**src/rtl/lockstep_pkg.sv**
```systemverilog
// Shared definitions for the lockstep checker: FSM state encoding (also used by
// benches) and the pairwise core-agreement rule.
package lockstep_pkg;

    typedef enum logic [2:0] {
        ST_IDLE    = 3'd0,
        ST_RUN     = 3'd1,
        ST_DONE    = 3'd2,
        ST_TIMEOUT = 3'd3,
        ST_FAULT   = 3'd4
    } state_e;

    localparam logic [2:0] STATE_IDLE    = 3'd0;
    localparam logic [2:0] STATE_RUN     = 3'd1;
    localparam logic [2:0] STATE_DONE    = 3'd2;
    localparam logic [2:0] STATE_TIMEOUT = 3'd3;
    localparam logic [2:0] STATE_FAULT   = 3'd4;

    // Write data only matters when at least one of the two cores is writing.
    function automatic logic cores_agree(input logic we_a,
                                         input logic we_b,
                                         input logic addr_eq,
                                         input logic data_eq,
                                         input logic iaddr_eq);
        return (we_a == we_b) && addr_eq && iaddr_eq && (data_eq || (!we_a && !we_b));
    endfunction

endpackage

```
**src/rtl/majority_voter.sv**
```systemverilog
// Combinational N-way comparator: picks the lowest-index majority core (TMR) or
// flags any disagreement between the two cores (DMR, detect-only).
module majority_voter
    import lockstep_pkg::*;
#(
    parameter int NUM_CORES = 3,
    parameter int ADDR_W    = 32,
    parameter int DATA_W    = 32
) (
    input  logic [NUM_CORES-1:0]         we,
    input  logic [NUM_CORES*ADDR_W-1:0]  addr,
    input  logic [NUM_CORES*DATA_W-1:0]  data,
    input  logic [NUM_CORES*ADDR_W-1:0]  iaddr,
    output logic [$clog2(NUM_CORES)-1:0] winner,
    output logic [NUM_CORES-1:0]         mismatch,
    output logic                         no_majority
);

    localparam int WIN_W = $clog2(NUM_CORES);

    logic [NUM_CORES-1:0][NUM_CORES-1:0] agree;

    always_comb begin
        // NOTE: every always_comb output gets a default first so no path can infer a latch.
        agree = '0;
        for (int i = 0; i < NUM_CORES; i++) begin
            for (int j = 0; j < NUM_CORES; j++) begin
                agree[i][j] = cores_agree(we[i], we[j],
                    addr[i*ADDR_W +: ADDR_W]  == addr[j*ADDR_W +: ADDR_W],
                    data[i*DATA_W +: DATA_W]  == data[j*DATA_W +: DATA_W],
                    iaddr[i*ADDR_W +: ADDR_W] == iaddr[j*ADDR_W +: ADDR_W]);
            end
        end
    end

    if (NUM_CORES == 2) begin : g_dmr
        assign winner      = '0;
        assign no_majority = 1'b0;
        assign mismatch    = {NUM_CORES{~agree[0][1]}};
    end else begin : g_tmr
        always_comb begin
            int   votes;
            logic found;
            winner = '0;
            found  = 1'b0;
            votes  = 0;
            for (int i = 0; i < NUM_CORES; i++) begin
                votes = 0;
                for (int j = 0; j < NUM_CORES; j++) begin
                    if (agree[i][j]) votes++;
                end
                if (!found && votes > NUM_CORES / 2) begin
                    found  = 1'b1;
                    winner = WIN_W'(i);
                end
            end
            no_majority = ~found;
            mismatch    = found ? ~agree[winner] : '1;
        end
    end

endmodule

```
**config.mk**
```make
export PLATFORM = sky130hd
export DESIGN_NAME = majority_voter
export DESIGN_NICKNAME = d
export VERILOG_FILES = /design/src/rtl/lockstep_pkg.sv /design/src/rtl/majority_voter.sv
export SDC_FILE = /design/constraint.sdc
export NUM_CORES = 1
export LEC_CHECK = 0
export CORE_AREA = 2 2 114 116
export DETAILED_ROUTE_END_ITERATION = 16
export DIE_AREA = 0 0 116 118
export PLACE_DENSITY = 0.76
export SLEW_MARGIN = 10
export SYNTH_ARGS = -nofsm -noshare
export SYNTH_HDL_FRONTEND = slang
export SYNTH_SLANG_ARGS = --single-unit
```
**constraint.sdc**
```tcl
create_clock -name vclk -period 2.9
set_input_delay 0.58 -clock vclk [all_inputs]
set_output_delay 0.58 -clock vclk [all_outputs]
set_load 0.01 [all_outputs]
```
[Yosys cells after proc, flatten, opt, wreduce, memory -nomap -nowiden]
Cells that the tools add are included.
Word-level totals
  bits of input ports: 291
  output and inout port bits: 6
  logic and storage cells: 83
  register bits after elaboration: 0
Cells by class
  order comparisons: 4
  eq/ne operators: 24
  muxes and demuxes: 14
  reduce and logical (&&, ||, !) cells: 34
  bitwise operators: 2
  $add $sub $neg: 5
Operators with widths (count)
  $eq A32 B32 Y1: 18
  $add A32 B2 Y32 const B: 3
  $gt A32 B2 Y1 const B: 3
  $mux W32: 3
  $logic_and A1 B1 Y1: 23
  $bmux W3 S2: 1
  $eq A1 B1 Y1: 6
  $logic_or A1 B1 Y1: 6
  $mux W1: 6
  $mux W3: 2
  $logic_not A1 Y1: 5
  $mux W2: 2
  $add A2 B1 Y3 const B: 1
  $lt A2 B3 Y1 const B: 1
  $not A3 Y3: 1
  $add A1 B1 Y2 const B: 1
  $not A1 Y1: 1

[Depth between registers and ports, before layout]
  depth in word-level cells: 19
  mapped depth: 7
  mapped depth without buffers: 7

[Least setup slack after synthesis]
Ideal clock, no wire load.
  path kind: input-to-output
  start point: input we[0]
  end point: output mismatch[1]
  arrival: 2.125 ns
  stages on the path: 7
  path buffers: 0
  slack: 0.195 ns
  required time: 2.320 ns
  cells stage by stage: inv_1 ha_1 a21oi_1 nand4_1 or4_1 or3_4 a21oi_2
On the way
  cells in the longest elaborated chain, start to end: 19
  elaborated cells between the ends (all ways): 50
  classes of those cells: 5 x add/sub; 3 x order compare; 4 x eq/ne; 14 x mux; 1 x bitwise; 23 x reduce/logical
RTL lines
  start, declared: RTL line majority_voter.sv:10  | input logic [NUM_CORES-1:0] we,
  parallel branches: the longest is 18 deep, another holds $add A32 B2 Y32
  $mux W3 *: RTL line majority_voter.sv:58  | mismatch = found ? ~agree[winner] : '1;
  end, declared: RTL line majority_voter.sv:15  | output logic [NUM_CORES-1:0] mismatch,
Every way passes the cells marked *. The select of a mux whose other input is x is not followed.

[Worst setup path in the final report]
  start point: input data[86]
  end point: output mismatch[1]
On the way
  cells in the longest elaborated chain, start to end: 16
  elaborated cells between the ends (all ways): 34
  classes of those cells: 2 x add/sub; 3 x order compare; 4 x eq/ne; 12 x mux; 1 x bitwise; 12 x reduce/logical
RTL lines
  start, declared: RTL line majority_voter.sv:12  | input logic [NUM_CORES*DATA_W-1:0] data,
  parallel branches: the longest is 15 deep, another holds $add A32 B2 Y32
  $mux W3 *: RTL line majority_voter.sv:58
Marked as above.

==> flow_summary.toml <==
[worst_setup_path]
path_common_cell = "sky130_fd_sc_hd__a21oi_2"
crit_path_cell_trace = "clkdlybuf4s50_1, xnor2_1, nand4_1, nor4_4, a21oi_2, or3_4, a21oi_2, buf_2"
critPathSlowestCell = "sky130_fd_sc_hd__clkdlybuf4s50_1"
setup.worst_path.class = "input port to primary output"
critical_path_required_ps = 2320
critPathArrivalTime_ps = 2590
critical-path-max-stage-delay_ps = 550
critical_path_peak_fanout = 2
setup.worst_path.end_class = "primary output"
worst_setup_path_start_kind = "input port"

[placement]
dp_slack_ps = -1120
finalWeightedCongestion = 0.915
dp_hpwl_um = 18700
port-buffer-count = 296
detailed_place.area_mm2 = 0.00799

[power]
static-leakage-power_nw = 4.56
power_mw = 1.29
combPwrFrac_pct = 100.0
power.sequential.fraction_pct = 0
swShare_pct = 44.4
clockPowerShare_pct = 0
peakVddDrop_mv = 0.0883
net_load_switching_power_uw = 573
cellInternalPower_uw = 717
power_density_mw_per_mm2 = 145

[yosys]
synthDominantAreaCellType = "sky130_fd_sc_hd__xnor2_1"
synthTopCellsByArea = "sky130_fd_sc_hd__xnor2_1, sky130_fd_sc_hd__xor2_1, sky130_fd_sc_hd__nand4_1"
synthDistinctLibCells = 34
synth-warning-count = 0
postSynthCellCount = 436
synth.top_cells.by_count = "sky130_fd_sc_hd__xnor2_1, sky130_fd_sc_hd__xor2_1, sky130_fd_sc_hd__nand4_1"
synth.yosys.seq_area_share_pct = 0
synth.avg_cell_area_um2 = 7.75
synth_top_area_share_pct = 39.4
mappedNetlistArea_mm2 = 0.00338
most_frequently_used_cell_type_in_the_post_synthesis_netlist = "sky130_fd_sc_hd__xnor2_1"
post_syn_nets = 730

[final_layout]
area.sequential_um2 = 0
finish.instance_area_mm2 = 0.00891
n_sequential_cell = 0
synthToLayoutAreaGrowth_pct = 164
multi_input_gate_area_mm2 = 0.00433
finalNetCount = 1224
clkbuf_count = 0
fillers = 919
post_route_cells_drive_above_1_share_pct = 45.5

[drt]
detailroute.wirelength.met2_um = 12200
total_number_of_vias = 5388
avgViaCountPerCell = 4.88
drt_pre_antenna_iters = 5
initialDrtViolationCount = 182
routed_wire_length_per_instance_um = 20.4
detail-route-antenna-nets = 0
routed_wirelength_um = 22500
detail_route.drc_violations = 0
max_used_layer = "met4"
routed_wl_met3_um = 1800
met1_length_um = 7190

[timing]
final.min_clock_period_ps = 3170
fmax_ghz = 0.316
worst_hold_slack_ps = 1910
setup_slack_ps = -266
slew_limit_fails = 0
setup_repair_after_global_routing_missed_its_margin = "yes"
report.final.hold_viol_count = 0
setup_violations = 5
layout_worst_path_cycle_share_pct = 109

[global_route]
first_pass_grt_wire_length_um = 31000
grt.overflow.total = 0
global_route.usage.total_pct = 29.5
grt_max_degree = 5
antenna_found_initial = 5
first_global_vias = 6001

[run_status]
violated_checks = "setup timing"
outcome = "complete, but fails checks"

[die]
dieArea_mm2 = 0.0137
row_count = 41
design.core.area_mm2 = 0.0124
initial_utilization_pct = 27.2
die_h_um = 118
dieWidth_um = 116
floorplan.io_pins = 297

[worst_hold_path]
hold-path-cell-count = 7
worst_hold_check_path_type = "input port to primary output"
worstHoldEndpoint = "mismatch[1]"
timing.hold.worst.start = "iaddr[23]"

[cts]
ctsHoldBuffers = 0

[flow_run]
max_cap_violations = 0
==> critical path: cells and delay by family <==
family	cells	cell delay, ps
xor gates and xnor gates	1	160
AOI/OAI and AO/OA	2	230
and+or+nand+nor	3	900
buffers and inverters	2	700
==> layer usage <==
metal | global-route usage [%] | vias up
met4 | 11.0 | 0
met2 | 61.4 | 300
met5 | 0 | -
met3 | 4.48 | 73
met1 | 27.5 | 2501
li1 | - | 2514
==> metrics by stage <==
step	TNS [ps]	std cells	util, %
floorplan	0	436	-
global placement	-5420	1095	64.4
detailed placement	-5420	1095	64.4
CTS	-1110	1097	67.2
global route	-1380	1104	71.8
finish	-1090	1104	71.8
==> cell usage in the layout, fill, tap and decap left out, types with 19 or more instances in the layout <==
| master | Yosys | layout |
|---|---|---|
| sky130_fd_sc_hd__xor2_2 | 0 | 20 |
| sky130_fd_sc_hd__buf_2 | 0 | 27 |
| sky130_fd_sc_hd__xnor2_2 | 0 | 50 |
| sky130_fd_sc_hd__clkbuf_2 | 0 | 34 |
| sky130_fd_sc_hd__xnor2_1 | 152 | 102 |
| sky130_fd_sc_hd__dlymetal6s2s_1 | 0 | 76 |
| sky130_fd_sc_hd__clkdlybuf4s15_1 | 0 | 19 |
| sky130_fd_sc_hd__xor2_1 | 105 | 80 |
| sky130_fd_sc_hd__buf_4 | 1 | 191 |
| sky130_fd_sc_hd__nand4_1 | 47 | 47 |
| sky130_fd_sc_hd__nor4_2 | 1 | 21 |
| sky130_fd_sc_hd__dlygate4sd2_1 | 0 | 107 |
| sky130_fd_sc_hd__inv_1 | 30 | 22 |
==> kinds of logic (layout without fill, tap and decap cells) <==
logic type	after synthesis	count (layout)	synth area share [%]
xor+xnor	257	257	66.6
simple gates	111	111	20.9
fa+ha+maj	3	3	1.11
buf+inv	31	523	3.55
compound gates	33	33	7.74
other cells	1	5	0.111
==> layout make-up <==
type	count	area share, %
multi-input cells	405	48.6
inverters	30	1.26
repair buffers	493	47.6
well taps	172	2.41
diodes	4	0.112
==> power by group through the flow <==
stage	sequential, mW	clock, mW	combinational [mW]
after floorplan	0	0	0.353
after global placement	0	0	1.18
after detailed placement	0	0	1.19
after CTS	0	0	1.20
after global routing	0	0.000000185	1.36
final	0	0.000000185	1.29
==> what timing repair did <==
action,CTS,global route
gates resized for setup,456,239
setup buffers,5,4
setup endpoints to repair,5,5
pin swaps,87,99
==> worst max-delay path by stage <==
stage                             end       from  depth (start not counted)
final                     mismatch[1]   data[86]                          8
after global placement    mismatch[2]  iaddr[15]                         10
after detailed placement  mismatch[1]   iaddr[0]                          9
after global routing      mismatch[1]  iaddr[12]                         11
after CTS                 mismatch[1]   addr[26]                          9
after floorplan           mismatch[1]      we[0]                          7
No activity file was read; power rests on OpenSTA's default activity.
